**src/rtl/ex_operand_stage.sv**
```systemverilog
// ID/EX pipeline register and ALU operand delivery.
// Resolves RAW hazards by forwarding and inserts load-use bubbles.
module ex_operand_stage #(
    parameter int DW = 32,
    parameter int RW = 5
) (
    input  logic          clk,
    input  logic          reset,
    input  logic          id_valid,
    input  logic [DW-1:0] id_pc,
    input  logic [RW-1:0] id_rs,
    input  logic [RW-1:0] id_rt,
    input  logic [RW-1:0] id_rd,
    input  logic [DW-1:0] id_rs_data,
    input  logic [DW-1:0] id_rt_data,
    input  logic [DW-1:0] id_imm,
    input  logic [4:0]    id_shamt,
    input  logic [5:0]    id_alufun,
    input  logic          id_sign,
    input  logic          id_asel_shamt,
    input  logic          id_bsel_imm,
    input  logic          id_regwrite,
    input  logic          id_memread,
    input  logic          id_memwrite,
    input  logic          flush,
    input  logic          freeze,
    input  logic          mem_regwrite,
    input  logic [RW-1:0] mem_rd,
    input  logic [DW-1:0] mem_result,
    input  logic          wb_regwrite,
    input  logic [RW-1:0] wb_rd,
    input  logic [DW-1:0] wb_data,
    output logic          hazard_stall,
    output logic [DW-1:0] alu_a,
    output logic [DW-1:0] alu_b,
    output logic [5:0]    alu_fun,
    output logic          alu_sign,
    output logic          ex_valid,
    output logic [DW-1:0] ex_pc,
    output logic [RW-1:0] ex_rd,
    output logic          ex_regwrite,
    output logic          ex_memread,
    output logic          ex_memwrite,
    output logic [DW-1:0] ex_store_data
);

    typedef struct packed {
        logic          valid;
        logic [DW-1:0] pc;
        logic [RW-1:0] rs;
        logic [RW-1:0] rt;
        logic [RW-1:0] rd;
        logic [DW-1:0] rs_data;
        logic [DW-1:0] rt_data;
        logic [DW-1:0] imm;
        logic [4:0]    shamt;
        logic [5:0]    alufun;
        logic          sign;
        logic          asel;
        logic          bsel;
        logic          regwrite;
        logic          memread;
        logic          memwrite;
    } id_ex_t;

    id_ex_t ex_q;
    id_ex_t ex_d;
    id_ex_t cap;

    logic          wb_hit_rs;
    logic          wb_hit_rt;
    logic [DW-1:0] fwd_rs;
    logic [DW-1:0] fwd_rt;

    // WB writes in the same cycle ID reads the register file.
    assign wb_hit_rs = wb_regwrite && (wb_rd != '0) && (wb_rd == id_rs);
    assign wb_hit_rt = wb_regwrite && (wb_rd != '0) && (wb_rd == id_rt);

    always_comb begin
        cap          = '0;
        cap.valid    = 1'b1;
        cap.pc       = id_pc;
        cap.rs       = id_rs;
        cap.rt       = id_rt;
        cap.rd       = id_rd;
        cap.rs_data  = wb_hit_rs ? wb_data : id_rs_data;
        cap.rt_data  = wb_hit_rt ? wb_data : id_rt_data;
        cap.imm      = id_imm;
        cap.shamt    = id_shamt;
        cap.alufun   = id_alufun;
        cap.sign     = id_sign;
        cap.asel     = id_asel_shamt;
        cap.bsel     = id_bsel_imm;
        cap.regwrite = id_regwrite;
        cap.memread  = id_memread;
        cap.memwrite = id_memwrite;
    end

    assign hazard_stall = ex_q.valid && ex_q.memread && (ex_q.rd != '0)
                       && id_valid
                       && ((ex_q.rd == id_rs) || (ex_q.rd == id_rt));

    always_comb begin
        ex_d = ex_q;
        if (freeze) begin
            ex_d = ex_q;
        end else if (flush || hazard_stall || !id_valid) begin
            ex_d = '0;
        end else begin
            ex_d = cap;
        end
    end

    always_ff @(posedge clk) begin
        if (reset) begin
            ex_q <= '0;
        end else begin
            ex_q <= ex_d;
        end
    end

    // EX/MEM has priority; register 0 never forwards.
    function automatic logic [DW-1:0] fwd(
        input logic [RW-1:0] idx,
        input logic [DW-1:0] reg_data
    );
        if (mem_regwrite && (mem_rd != '0) && (mem_rd == idx)) begin
            return mem_result;
        end else if (wb_regwrite && (wb_rd != '0) && (wb_rd == idx)) begin
            return wb_data;
        end else begin
            return reg_data;
        end
    endfunction

    assign fwd_rs = fwd(ex_q.rs, ex_q.rs_data);
    assign fwd_rt = fwd(ex_q.rt, ex_q.rt_data);

    assign alu_a         = ex_q.asel ? {{(DW-5){1'b0}}, ex_q.shamt} : fwd_rs;
    assign alu_b         = ex_q.bsel ? ex_q.imm : fwd_rt;
    assign alu_fun       = ex_q.alufun;
    assign alu_sign      = ex_q.sign;
    assign ex_store_data = fwd_rt;

    assign ex_valid    = ex_q.valid;
    assign ex_pc       = ex_q.pc;
    assign ex_rd       = ex_q.rd;
    assign ex_regwrite = ex_q.regwrite;
    assign ex_memread  = ex_q.memread;
    assign ex_memwrite = ex_q.memwrite;

endmodule

```
**config.mk**
```make
export PLATFORM = sky130hd
export DESIGN_NAME = ex_operand_stage
export DESIGN_NICKNAME = d
export VERILOG_FILES = /design/src/rtl/ex_operand_stage.sv
export SDC_FILE = /design/constraint.sdc
export NUM_CORES = 1
export LEC_CHECK = 0
export CAP_MARGIN = 20
export CORE_UTILIZATION = 41
export DETAILED_ROUTE_END_ITERATION = 12
export PLACE_DENSITY = 0.78
export SYNTH_ARGS = -nofsm -noshare
export SYNTH_HDL_FRONTEND = slang
export SYNTH_SLANG_ARGS = --single-unit
```
**constraint.sdc**
```tcl
create_clock -name clk -period 2.2 [get_ports clk]
set_input_delay 0.33 -clock clk [delete_from_list [all_inputs] [get_ports clk]]
set_output_delay 0.33 -clock clk [all_outputs]
set_load 0.02 [all_outputs]
```
### Word-level counts from Yosys, hierarchy flattened

Cells that the tools add are included.

| operators by class | value |
|---|---|
| eq/ne operators | 8 |
| multiplexer cells | 9 |
| reductions and logical operators | 19 |

Operators with widths:

| kind | number |
|---|---|
| 2-to-1 mux 32 bit | 8 |
| 2-to-1 mux 161 bit | 1 |
| == test 5 bit | 8 |
| nonzero test 5 bit | 3 |
| logical AND 1 bit | 12 |
| logical OR 1 bit | 3 |
| zero test 1 bit | 1 |

| storage, ports and cells | value |
|---|---|
| register bits after elaboration | 161 |
| output and inout bits | 145 |
| logic and storage cells | 52 |

### Depth between registers and ports, before layout

Gate-level depths: netlist of the first run.

| depth | value |
|---|---|
| depth after elaboration | 7 |
| gate-level depth with buffers | 8 |

### Worst setup path after synthesis of the first run

Ideal clock, no wire load.

| timing path | value |
|---|---|
| path kind | input -> output |
| from | input wb_rd[2] |
| to | output alu_a[10] |
| arrival time | 2.374 ns |
| slack | -0.504 ns |
| stages on the path | 7 |
| path buffers | 2 |
| cells stage by stage | buf_2 -> or4_4 -> o21ai_4 -> nor3b_2 -> buf_4 -> mux2i_1 -> a211oi_1 |

| on the way | value |
|---|---|
| longest elaborated chain between the ends | 6 |
| elaborated cells between the ends (all ways) | 7 |
| classes of those cells | eq/ne: 1; mux: 3; reduce/logical: 3 |

Ends and longest elaborated chain:

| element | RTL line | RTL |
|---|---|---|
| from (decl) | 31 | `input logic [RW-1:0] wb_rd,` |
| nonzero test 5 bit | 129 | `end else if (wb_regwrite && (wb_rd != '0) && (wb_rd == idx)) begin` |
| logical AND 1 bit | 129 |  |
| logical AND 1 bit (*) | 129 |  |
| 2-to-1 mux 32 bit (*) | 129 |  |
| 2-to-1 mux 32 bit (*) | 127 | `if (mem_regwrite && (mem_rd != '0) && (mem_rd == idx)) begin` |
| 2-to-1 mux 32 bit (*) | 139 | `assign alu_a = ex_q.asel ? {{(DW-5){1'b0}}, ex_q.shamt} : fwd_rs;` |
| to (decl) | 34 | `output logic [DW-1:0] alu_a,` |

Every way passes the cells marked *; elsewhere a longest branch is shown, timed or not.

### Worst setup path in the final report of the first run

| timing path | value |
|---|---|
| from | input wb_rd[2] |
| to | output alu_a[12] |

Same word-level chain as after synthesis.

==> out/metrics.json, run 1 <==
{
  "timing.hold.worst_path_depth": 2,
  "slew-limit-headroom_pct": 43.3,
  "cts_hold_buf": 0,
  "antenna_left": 0,
  "final.min_clock_period_ns": 2.69,
  "setup_slack_ns": -0.489,
  "wire_length_of_the_first_global_routing_pass_mm": 67.9,
  "slew_viol_final": 0,
  "die_y_um": 159,
  "synthXorXnorAreaFrac_pct": 3.29,
  "post-dp-hpwl_mm": 30.1,
  "grt_use_total_pct": 34.1,
  "avgRoutedWirePerCell_um": 23.0,
  "routabilityCongestion": 0.900,
  "clk_root_buffer_cell": "clkbuf_16",
  "design.final.nets": 1865,
  "hold_path_startpoint": "reset",
  "rr_startpoint": "ex_rd[0]",
  "cp_launch_type": "input pin",
  "number_of_clock_buffers_inserted_by_tritoncts": 17,
  "cts.path.max_buffers": 2,
  "yosys.area.top_type": "dfxtp_1",
  "synth.ff_latch_count": 161,
  "power-per-cell-area_nw_per_um2": 462,
  "total_number_of_vias": 11782,
  "drtPass1Iterations": 5,
  "worst_setup_path_end_kind": "output port",
  "totalWireLength_mm": 45.1,
  "hold-path-endpoint": "ex_q[35]",
  "via_density_per_instance": 6.00,
  "tightest_pin_transition_ns": 0.851,
  "r2r.worst_path.cells": 6,
  "muxShareOfSynthArea_pct": 12.4,
  "worst_ep_arrival_time_ns": 2.36,
  "synth_edf_count": 0,
  "post_synth_and_or_nand_nor_area_fraction_pct": 16.1,
  "final-setup-viol-count": 96,
  "syn2layout_area_growth_pct": 81.2,
  "synth_top_family_by_area": "compound AO/OA/AOI/OAI gates",
  "synthAdderAreaFrac_pct": 0,
  "detail_route.drc_violations": 0,
  "synthesis.area_um2": 10100,
  "worst-path-max-fanout": 6,
  "grt_start_max_net_pins": 162,
  "netlist.area_leader.share_pct": 31.9,
  "clkLatencyLatePin_ns": 0.44,
  "initial_core_util_pct": 41.7,
  "ys_types": 43,
  "cts_tree": "yes",
  "nFillCells": 1575,
  "cap_violations": 0,
  "first_iter_violations": 827,
  "cts_num_sinks": 161,
  "hold_class": "input pin to flip-flop",
  "setup_repair_after_global_routing_missed_its_margin": "yes",
  "top_reg_cell_synth": "dfxtp_1",
  "post_synth_inst_count": 1176,
  "timing.rr.end": "ex_q[25]",
  "status": "finished, violations left",
  "design.portCount": 386,
  "syn_area_per_cell_um2": 8.59,
  "criticalPathCategory": "input pin to output port",
  "yosys-top-cells-area": "dfxtp_1 (32%), mux2i_1 (9.0%), o211ai_1 (7.1%), o31ai_1 (7.1%), a21oi_1 (4.8%)",
  "fmaxAchievable_ghz": 0.372,
  "layoutNonFillerInstCount": 1964,
  "antenna_found_initial": 4,
  "ir_drop_mv": 0.466,
  "vias_in_the_first_global_route": 12013,
  "cts.clk_slew.worst_paths_ns": 0.07,
  "ys_async_sr_fraction_pct": 0,
  "synth_seq_area_share_pct": 31.9,
  "dieWidth_um": 159,
  "synth_compound_area_share_pct": 26.6,
  "highest_count_cells_in_the_layout_ignoring_fill_and_taps": "clkdlybuf4s50_1 (274), buf_4 (152), dfxtp_1 (150)",
  "floorplan.core_area_um2": 24200,
  "reg2reg_setup_slack_ns": 0.03,
  "synthesis.nets": 1417,
  "design.die.area_um2": 25300,
  "fp-row-count": 57,
  "placement.cell_area_um2": 15900,
  "design_area_um2": 18300,
  "leakagePower_uw": 0.00625,
  "worst-endpoint-required_ns": 1.87,
  "portBuffers": 385,
  "most_common_cell_after_layout_fill_and_taps_aside": "clkdlybuf4s50_1",
  "timing.clock.skew_ns": 0.0174,
  "post_route_cells_drive_above_1_share_pct": 37.1,
  "numPlacedInstances": 1882,
  "h-tree-depth": 4,
  "global_route.overflow_total": 0,
  "hold_viol_final": 0,
  "timing.final.crit_share_pct": 122,
  "yosysWarningCount": 0,
  "failed_checks": "negative setup slack"
}
[worst max-delay path: stages]
cell and delay (ns):
buf_6 0.09, or4_4 0.56, o21ai_4 0.22, buf_6 0.13
nor3b_4 0.04, buf_6 0.15, buf_12 0.15, mux2i_4 0.19
a211oi_2 0.28, buf_4 0.20
[registers in the layout (all words and copies together), names as in the netlist]
register     count
ex_memwrite      1
alu_sign         1
ex_pc           32
ex_memread       1
alu_fun          6
ex_rd            5
ex_q           113
ex_regwrite      1
ex_valid         1
[how the worst max path moves through the flow]
stage,from,to,slack [ns]
3_5_place_dp,wb_rd[3],alu_b[16],-1.24
6_report,wb_rd[2],alu_a[12],-0.49
5_1_grt,ex_q[123],alu_a[15],-0.55
2_1_floorplan,wb_rd[2],alu_b[14],-0.27
4_1_cts,ex_q[127],alu_a[27],-0.49
3_3_place_gp,wb_rd[3],alu_b[17],-1.21
[cells by family (layout without fill, tap and decap cells)]
| group | after synthesis | count (layout) |
|---|---|---|
| AND/OR/NAND/NOR | 299 | 300 |
| XOR/XNOR | 38 | 38 |
| multiplexers | 121 | 121 |
| AO/OA/AOI/OAI | 366 | 366 |
| other | 0 | 3 |
| buffers and inverters | 191 | 651 |
| flip-flops | 161 | 161 |
[report_power, final]
part           switching [uW]  internal [uW]
Sequential               61.9           2980
Clock                    1400           1750
Combinational            1080           1180
Total                    2550           5900
[timing repair]
item	4_1_cts	5_1_grt
buffers inserted	38	14
pin swaps	69	52
cloned	8	1
resized for setup	744	97
endpoints found under the setup margin	160	127
[per-stage QoR]
stage               util (%)  TNS (ns)  hold slack [ns]  total power, uW  setup WS [ns]
finish                  75.5    -36.79            0.355             8450         -0.489
global route            75.5    -43.40            0.354             8720         -0.548
CTS                     74.0    -35.08            0.326             8390         -0.492
detailed placement      65.7   -142.88            0.454             5010          -1.24
global placement        65.7   -137.87            0.447             4990          -1.21
floorplan                  -    -16.18            0.441             3940         -0.267
[routing by layer]
| layer | up-vias | part of all wire, % | track usage, % |
|---|---|---|---|
| li1 | 5290 | - | - |
| met1 | 5716 | 39 | 39.8 |
| met2 | 655 | 49 | 58.8 |
| met3 | 119 | 7.9 | 8.15 |
| met4 | 2 | 4.0 | 16.2 |
| met5 | - | 0.027 | 0 |
[layout make-up]
class	instances	area [um^2]	area share (%)
multi-input cells	825	7620	41.6
inverters	7	26.3	0.144
clock inverters	14	171	0.936
diodes	3	7.51	0.0410
clock buffers	18	439	2.40
well taps	324	405	2.21
flip-flops and latches	161	3250	17.8
repair buffers	612	6390	34.9
[synthesized netlist by cell type, drive strengths merged, types with 34 or more instances]
cell,count
buf,83
clkbuf,101
o31ai,98
o211ai,96
dfxtp,161
nor4,37
nand4,34
nor2,39
nand2,106
a21oi,97
nand3b,64
mux2i,91
Power figures use the tool's default switching activity.
==> run 2: changes to the inputs <==
GPL_TIMING_DRIVEN = 0   (was default)
==> run 2 against run 1 <==
- the run still ends with negative setup slack left
- worst setup slack worse by 0.094 ns
- die area unchanged
- clock-buffer cell count up 2
- flip-flop and latch count unchanged
- register-to-register slack worse by 0.03 ns
- critical path depth down 2
- final cell count up 0.87%
- core utilization down 0.45 points
- fmax down 3.4%
- hold slack better by 0.11 ns
- wire length up 11%
- highest routed layer unchanged
==> out/metrics.json, run 2 (same netlist as run 1, synthesis figures left out) <==
{
  "status": "finished, violations left",
  "failed_checks": "negative setup slack",
  "syn2layout_area_growth_pct": 80.1,
  "design.die.area": {"value": 25300, "unit": "um^2", "change": "unchanged"},
  "via_density_per_instance": {"value": 6.17, "change": "+2.9%"},
  "reg2reg_setup_slack": {"value": 0, "unit": "ns", "change": "-0.03 ns"},
  "post-dp-hpwl": {"value": 33.8, "unit": "mm", "change": "+12%"},
  "timing.clock.skew": {"value": 0.00799, "unit": "ns", "change": "-0.00941 ns"},
  "dieWidth": {"value": 159, "unit": "um", "change": "unchanged"},
  "avgRoutedWirePerCell": {"value": 25.1, "unit": "um", "change": "+9.6%"},
  "tightest_pin_transition": {"value": 0.973, "unit": "ns", "change": "+0.122 ns"},
  "cap_violations": {"value": 0, "change": "unchanged"},
  "clkLatencyLatePin": {"value": 0.44, "unit": "ns", "change": "about the same"},
  "number_of_clock_buffers_inserted_by_tritoncts": {"value": 17, "change": "unchanged"},
  "final-setup-viol-count": {"value": 98, "change": "+2.1%"},
  "design.portCount": {"value": 386, "change": "unchanged"},
  "first_iter_violations": {"value": 1122, "change": "+36%"},
  "most_common_cell_after_layout_fill_and_taps_aside": "clkdlybuf4s50_1",
  "cts_hold_buf": {"value": 0, "change": "unchanged"},
  "portBuffers": {"value": 378, "change": "-1.8%"},
  "cts.clk_slew.worst_paths": {"value": 0.07, "unit": "ns", "change": "about the same"},
  "totalWireLength": {"value": 49.8, "unit": "mm", "change": "+11%"},
  "slew_viol_final": {"value": 0, "change": "unchanged"},
  "rr_startpoint": "ex_rd[1]",
  "cts_num_sinks": {"value": 161, "change": "unchanged"},
  "hold_ws": {"value": 0.460, "unit": "ns", "change": "+0.105 ns"},
  "setup_slack": {"value": -0.583, "unit": "ns", "change": "-0.0942 ns"},
  "global_route.overflow_total": {"value": 0, "change": "unchanged"},
  "post_route_setup_tns": {"value": -44.65, "unit": "ns", "change": "-7.86 ns"},
  "wire_length_of_the_first_global_routing_pass": {"value": 72.2, "unit": "mm", "change": "+6.3%"},
  "initial_core_util": {"value": 41.7, "unit": "%", "change": "unchanged"},
  "antenna_left": {"value": 0, "change": "unchanged"},
  "worst_setup_path_end_kind": "output port",
  "criticalPathCategory": "flip-flop to output port",
  "grt_use_total": {"value": 36.8, "unit": "%", "change": "+2.7 points"},
  "die_y": {"value": 159, "unit": "um", "change": "unchanged"},
  "clk_root_buffer_cell": "clkbuf_16",
  "ir_drop": {"value": 0.487, "unit": "mV", "change": "+4.4%"},
  "leakagePower": {"value": 0.00613, "unit": "uW", "change": "-2.0%"},
  "total_number_of_vias": {"value": 12223, "change": "+3.7%"},
  "worst-endpoint-required": {"value": 1.87, "unit": "ns", "change": "about the same"},
  "h-tree-depth": {"value": 4, "change": "unchanged"},
  "detail_route.drc_violations": {"value": 0, "change": "unchanged"},
  "cts_tree": "yes",
  "hold_viol_final": {"value": 0, "change": "unchanged"},
  "fp-row-count": {"value": 57, "change": "unchanged"},
  "regMostFlops": "ex_q",
  "floorplan.core_area": {"value": 24200, "unit": "um^2", "change": "unchanged"},
  "setup.worst_path.start": "ex_q[121]",
  "worst-path-max-fanout": {"value": 5, "change": "-1"},
  "hold_path_startpoint": "ex_pc[27]",
  "routabilityCongestion": {"value": 0.918, "change": "+2.0%"},
  "design.final.nets": {"value": 1883, "change": "+0.97%"},
  "power-per-cell-area": {"value": 469, "unit": "nW/um^2", "change": "+1.7%"},
  "fmaxAchievable": {"value": 0.359, "unit": "GHz", "change": "-3.4%"},
  "slew-limit-headroom": {"value": 35.1, "unit": "%", "change": "-8.1 points"},
  "drtPass1Iterations": {"value": 5, "change": "unchanged"},
  "grt_start_max_net_pins": {"value": 17, "change": "-90%"},
  "hold_class": "flip-flop to flip-flop",
  "cp_launch_type": "flip-flop",
  "cts.path.max_buffers": {"value": 2, "change": "unchanged"},
  "r2r.worst_path.cells": {"value": 6, "change": "unchanged"},
  "timing.final.crit_share": {"value": 126, "unit": "%", "change": "+4.3 points"},
  "final.min_clock_period": {"value": 2.78, "unit": "ns", "change": "+0.0942 ns"},
  "vias_in_the_first_global_route": {"value": 12142, "change": "+1.1%"},
  "highest_count_cells_in_the_layout_ignoring_fill_and_taps": "clkdlybuf4s50_1 (276), dfxtp_1 (147), buf_4 (113)",
  "post_route_cells_drive_above_1_share": {"value": 35.7, "unit": "%", "change": "-1.3 points"},
  "timing.rr.end": "ex_q[61]",
  "setup_repair_after_global_routing_missed_its_margin": "yes",
  "largest_register_ffs": {"value": 113, "change": "unchanged"},
  "antenna_found_initial": {"value": 5, "change": "+1"},
  "worst_ep_arrival_time": {"value": 2.45, "unit": "ns", "change": "+0.09 ns"},
  "setup.worst_path.end": "alu_b[8]"
}
-- run 2: cell types whose count changed in the layout (fill, tap and decap cells not counted), sizes merged --
cell           change
clkdlybuf4s15      +1
or3                -1
clkbuf            +95
buf               -74
dlygate4sd2        -3
bufinv             +1
inv                -3
clkinv             -1
clkdlybuf4s50      +2
-- run 2: metrics by stage --
step	instance area [um^2]	util [%]	instances	power, uW	setup WS [ns]
finish	18200	75.1	1981	8540	-0.583
detailed placement	15100	62.2	1878	4880	-1.68
CTS	17300	71.5	1955	8320	-0.557
global route	18200	75.0	1979	8740	-0.605
floorplan	10900	-	1176	3940	-0.267
global placement	15100	62.2	1878	4860	-1.67
-- run 2: final cells by class --
cell class	instances	area [um^2]
multi-input combinational	824	7870
fill	1635	6050
timing repair buffer	451	4590
sequential	161	3260
buffer	180	1420
clock buffer	20	467
tap	324	405
clock inverter	11	153
inverter	7	26.3
antenna	3	7.51
-- run 2: worst max-delay path: stages, from the launching register on --
cell     delay (ns)
dfxtp_4        0.38
xnor2_2        0.17
nand2_2        0.13
or3_4          0.46
buf_12         0.17
buf_12         0.14
and3_4         0.17
o31ai_4        0.23
buf_6          0.16
-- run 2: layer usage --
metal	part of all wire (%)	up-vias	global-route usage (%)
met5	0.052	-	0
met4	4.4	4	17.0
met3	9.8	179	8.39
li1	-	5341	-
met1	37	5927	43.7
met2	48	772	63.1
-- run 2: what timing repair did --
action | 4_1_cts | 5_1_grt
resized for setup | 768 | 210
setup buffers | 41 | 29
endpoints found under the setup margin | 258 | 238
pin swaps | 45 | 62
cloned | 7 | 1
-- run 2: worst min-delay path by stage --
stage / to / slack [ns] / cells past startpoint
4_1_cts: ex_regwrite / 0.46 / 2
3_3_place_gp: ex_q[41] / 0.45 / 2
2_1_floorplan: ex_q[17] / 0.44 / 2
3_5_place_dp: ex_regwrite / 0.45 / 2
5_1_grt: ex_rd[3] / 0.47 / 3
6_report: ex_pc[27] / 0.46 / 2
-- run 2: power breakdown --
group	internal [uW]	switching [uW]	total (uW)
sequential	2980	64.2	3040
clock	1890	1400	3290
combinational	1070	1140	2210
==> run 3: changes to the inputs <==
CORE_ASPECT_RATIO = 0.9   (was default)
==> run 3 against run 2 <==
- the run still ends with negative setup slack left
- critical path depth rose by 1
- largest cell class unchanged
- non-clock buffer count rose by 23
- critical endpoint is now alu_a[28]
- final cell count rose by 0.61%
- via count rose by 3.4%
==> out/metrics.json, run 3 (same netlist as run 1, synthesis figures left out) <==
{
  "slew_viol_final": {"value": 0, "change": "unchanged"},
  "routabilityCongestion": {"value": 0.921, "change": "+0.24%"},
  "portBuffers": {"value": 378, "change": "unchanged"},
  "post_route_cells_drive_above_1_share": {"value": 37.4, "unit": "%", "change": "+1.6 points"},
  "leakagePower": {"value": 0.00635, "unit": "uW", "change": "+3.6%"},
  "worst-path-max-fanout": {"value": 5, "change": "unchanged"},
  "design.final.nets": {"value": 1906, "change": "+1.2%"},
  "design.die.area": {"value": 25300, "unit": "um^2", "change": "about the same"},
  "cts_tree": "yes",
  "slew-limit-headroom": {"value": 33.7, "unit": "%", "change": "-1.5 points"},
  "vias_in_the_first_global_route": {"value": 12103, "change": "-0.32%"},
  "detail_route.drc_violations": {"value": 0, "change": "unchanged"},
  "worst_path_largest_cell_delay": {"value": 0.37, "unit": "ns", "change": "-0.09 ns"},
  "floorplan.core_area": {"value": 24200, "unit": "um^2", "change": "-0.25%"},
  "setup_repair_after_global_routing_missed_its_margin": "yes",
  "avgRoutedWirePerCell": {"value": 25.8, "unit": "um", "change": "+2.8%"},
  "grt_use_total": {"value": 37.6, "unit": "%", "change": "+0.80 points"},
  "worst_setup_path_end_kind": "output port",
  "grt_start_max_net_pins": {"value": 19, "change": "+2"},
  "criticalPathCategory": "flip-flop to output port",
  "antenna_found_initial": {"value": 7, "change": "+2"},
  "tightest_pin_transition": {"value": 0.995, "unit": "ns", "change": "+0.0218 ns"},
  "setup_slack": {"value": -0.623, "unit": "ns", "change": "-0.0397 ns"},
  "reg2reg_setup_slack": {"value": 0.01, "unit": "ns", "change": "about the same"},
  "cap_violations": {"value": 0, "change": "unchanged"},
  "path_cells": "xnor2_2 -> nand4_1 -> nor3b_4 -> buf_6 -> buf_12 -> buf_12 -> mux2i_4 -> a211oi_4 -> buf_6",
  "drtPass1Iterations": {"value": 6, "change": "+1"},
  "pre_cts_worst_setup_slack": {"value": -1.62, "unit": "ns", "change": "+0.0581 ns"},
  "total_number_of_vias": {"value": 12640, "change": "+3.4%"},
  "slowest_stage": "dfxtp_4",
  "clkLatencyLatePin": {"value": 0.44, "unit": "ns", "change": "about the same"},
  "failed_checks": "negative setup slack",
  "global_route.overflow_total": {"value": 0, "change": "unchanged"},
  "post-dp-hpwl": {"value": 32.6, "unit": "mm", "change": "-3.5%"},
  "initial_core_util": {"value": 41.8, "unit": "%", "change": "+0.10 points"},
  "design.portCount": {"value": 386, "change": "unchanged"},
  "cp_launch_type": "flip-flop",
  "totalWireLength": {"value": 51.5, "unit": "mm", "change": "+3.4%"},
  "most_common_cell_after_layout_fill_and_taps_aside": "clkdlybuf4s50_1",
  "timing.final.crit_share": {"value": 128, "unit": "%", "change": "+1.8 points"},
  "via_density_per_instance": {"value": 6.34, "change": "+2.8%"},
  "final.min_clock_period": {"value": 2.82, "unit": "ns", "change": "+0.0397 ns"},
  "syn2layout_area_growth_pct": 84.5,
  "final-setup-viol-count": {"value": 99, "change": "+1.0%"},
  "h-tree-depth": {"value": 4, "change": "unchanged"},
  "die_y": {"value": 151, "unit": "um", "change": "-5.1%"},
  "first_iter_violations": {"value": 1422, "change": "+27%"},
  "number_of_clock_buffers_inserted_by_tritoncts": {"value": 17, "change": "unchanged"},
  "power": {"value": 8520, "unit": "uW", "change": "-0.29%"},
  "worst_ep_arrival_time": {"value": 2.49, "unit": "ns", "change": "+0.04 ns"},
  "dieWidth": {"value": 167, "unit": "um", "change": "+5.3%"},
  "largest_register_ffs": {"value": 113, "change": "unchanged"},
  "antenna_left": {"value": 0, "change": "unchanged"},
  "regMostFlops": "ex_q",
  "cts.clk_slew.worst_paths": {"value": 0.08, "unit": "ns", "change": "about the same"},
  "fmaxAchievable": {"value": 0.354, "unit": "GHz", "change": "-1.4%"},
  "hold_ws": {"value": 0.323, "unit": "ns", "change": "-0.137 ns"},
  "fp-row-count": {"value": 54, "change": "-5.3%"},
  "cts_num_sinks": {"value": 161, "change": "unchanged"},
  "worst-endpoint-required": {"value": 1.87, "unit": "ns", "change": "about the same"},
  "highest_count_cells_in_the_layout_ignoring_fill_and_taps": "clkdlybuf4s50_1 (275), dfxtp_1 (148), buf_6 (121)",
  "ir_drop": {"value": 0.510, "unit": "mV", "change": "+4.9%"},
  "status": "finished, violations left",
  "hold_class": "input pin to flip-flop",
  "post_route_setup_tns": {"value": -48.03, "unit": "ns", "change": "-3.38 ns"},
  "final_core_utilization": {"value": 77.0, "unit": "%", "change": "+2.0 points"},
  "timing.clock.skew": {"value": 0.0118, "unit": "ns", "change": "+0.00384 ns"},
  "power-per-cell-area": {"value": 457, "unit": "nW/um^2", "change": "-2.6%"},
  "hold_viol_final": {"value": 0, "change": "unchanged"},
  "wire_length_of_the_first_global_routing_pass": {"value": 72.5, "unit": "mm", "change": "+0.33%"},
  "cts.path.max_buffers": {"value": 2, "change": "unchanged"},
  "clk_root_buffer_cell": "clkbuf_16"
}
run 3: worst max-delay path, delay by kind of cell (launching register included):
kind,cells,cell delay (ns)
AO/OA/AOI/OAI,1,0.31
XOR/XNOR,1,0.16
buffers and inverters,4,0.61
flip-flops,1,0.37
multiplexers,1,0.08
AND/OR/NAND/NOR,2,0.51
run 3: per-stage QoR:
stage	area, um^2	std cells
floorplan	10900	1176
global placement	15100	1862
global route	18600	1992
CTS	17700	1945
finish	18600	1993
detailed placement	15100	1862
run 3: final cells by class:
| type | count | area [um^2] |
|---|---|---|
| repair buffers | 476 | 5030 |
| inverters | 7 | 26.3 |
| clock inverters | 15 | 188 |
| plain buffers | 178 | 1390 |
| flip-flops and latches | 161 | 3260 |
| diodes | 7 | 17.5 |
| multi-input cells | 824 | 7910 |
| clock buffers | 17 | 425 |
| well taps | 308 | 385 |
| fillers | 1490 | 5550 |
run 3: worst paths after layout:
| path | start | end | depth (start not counted) |
|---|---|---|---|
| min | id_rt[4] | ex_q[122] | 3 |
| min reg2reg | alu_fun[0] | alu_fun[0] | 2 |
| max reg2reg | ex_rd[0] | ex_q[83] | 7 |
| max | ex_q[126] | alu_a[28] | 9 |
run 3: what timing repair did:
action	in CTS	in global routing
gates cloned	12	3
resized for setup	867	160
pin swaps	69	67
setup endpoints to repair	258	199
hold buffers	0	0
buffers inserted	42	44
run 3: routing by layer:
layer	routed length, um	vias up	GRT usage [%]	share of wire [%]
li1	-	5389	-	-
met1	19400	6080	46.2	38
met2	23900	950	61.5	46
met3	5290	221	9.20	10
met4	2880	0	19.5	5.6
met5	0	-	0	0
run 3: where the power goes:
| group | switching, uW | leakage [uW] | total [uW] | internal, uW |
|---|---|---|---|---|
| combinational | 1170 | 0.00474 | 2280 | 1110 |
| clock | 1550 | 0.000294 | 3200 | 1640 |
| sequential | 66.4 | 0.00131 | 3040 | 2980 |
| total | 2790 | 0.00635 | 8520 | 5730 |
==> patch, RTL diff (config.mk and constraints of run 1) <==
Make the reset (`reset`) asynchronous in one clocked block.
--- a/src/rtl/ex_operand_stage.sv
+++ b/src/rtl/ex_operand_stage.sv
@@ -113,3 +113,3 @@
 
-    always_ff @(posedge clk) begin
+    always_ff @(posedge clk or posedge reset) begin
         if (reset) begin
Check against the original RTL: differs if reset is asserted again (counterexample within 4 cycles, from zero or initial values and one cycle with reset high); with reset held inactive, the same outputs for 4 cycles.
==> patch against run 1 <==
  * The flow still finishes with violations (negative setup slack)
  * Area after synthesis fell by 5.4%
  * Worst setup slack lost 450 ps
  * Cell count shrank 6.1%
  * Total power is 8.9% higher
  * Sequential cell count unchanged
  * Wire length down 8.5%
  * Final area decreased by 0.33%
  * Via count fell by 13%
  * Highest routed layer unchanged
==> patch: results (changes against run 1) <==
Final number of setup-violating endpoints: 96 (unchanged)
Complex-gate fraction of the synthesized area: 0.2467 (was 0.2659)
Placed cell count: 1,675 (was 1,882)
Worst hold path class: input pin to asynchronous set/reset pin (was input pin to register)
DR vias/cell: 5.572 (was 5.999)
Mux cell area share after synthesis: 0.07227 (was 0.1236)
Post-place setup slack: -1257 ps (was -1239 ps)
Final HPWL DP: 26,070 um (was 30,110 um)
Clk. pwr: 3.11 mW (was 3.15 mW)
Layout fillers: 1,349 (was 1,575)
Setup ws final: -942.2 ps (was -488.6 ps)
Cell count after synthesis: 977 (was 1,176)
Layout clock buffers: 17 (was 18)
P_int: 6.204 mW (was 5.904 mW)
Failing checks: negative setup slack (unchanged)
Met1 Wirelength: 15,630 um (was 17,470 um)
Postcts setup bufs: 71 (was 38)
LEAKAGE: 7.551 nW (was 6.249 nW)
Vias in the first global route: 10,680 (was 12,010)
Xor/xnor cell area share of the yosys netlist: 0.03666 (was 0.03294)
Worst vdd rail ir drop: 0.5324 mV (was 0.4660 mV)
Iter 0 DRT Violations: 610 (was 827)
Routing usage on met2: 0.5766 (was 0.5879)
Tot GR Track Use: 0.3280 (was 0.3413)
Combinational share of power: 0.308 (was 0.267)
Clock power frac: 0.338 (was 0.373)
Outcome: complete, but fails checks (unchanged)
PostCTS Resize Cnt: 585 (was 744)
Tapcells: 313 (was 324)
Signal buffers: 651 (was 612)
Met2 WL post-DR: 21,230 um (was 22,240 um)
Fraction of area in multi-input gates: 0.3537 (was 0.4160)
Final GP Congestion: 0.8424 (was 0.9002)
## patch: cell types whose count changed in the layout (fill, tap and decap cells not counted), sizes merged, moves of 37 or more
cell    delta
dfrtp    +161
dfxtp    -161
a21oi     -97
o211ai    -96
a22o      +91
o31ai     -66
nand3b    -64
o21ai     +64
nor2      +57
nand2     +47
a221oi    +37
## patch: path summary, 6_finish.rpt
path                                        from               endpoint  slack, ps  cells past startpoint
max                        ex_q[119]$_DFFE_PP0N_              alu_b[19]       -940                     10
min                                        reset  ex_pc[20]$_DFFE_PP0N_        380                      3
max reg2reg                 ex_rd[3]$_DFFE_PP0N_   ex_q[25]$_DFFE_PP0N_        150                      6
min reg2reg                 ex_q[84]$_DFFE_PP0N_   ex_q[84]$_DFFE_PP0N_        490                      2
max in group asynchronous                  reset   ex_q[95]$_DFFE_PP0N_       1270                      3
min in group clk                      id_imm[29]   ex_q[46]$_DFFE_PP0N_        480                      2
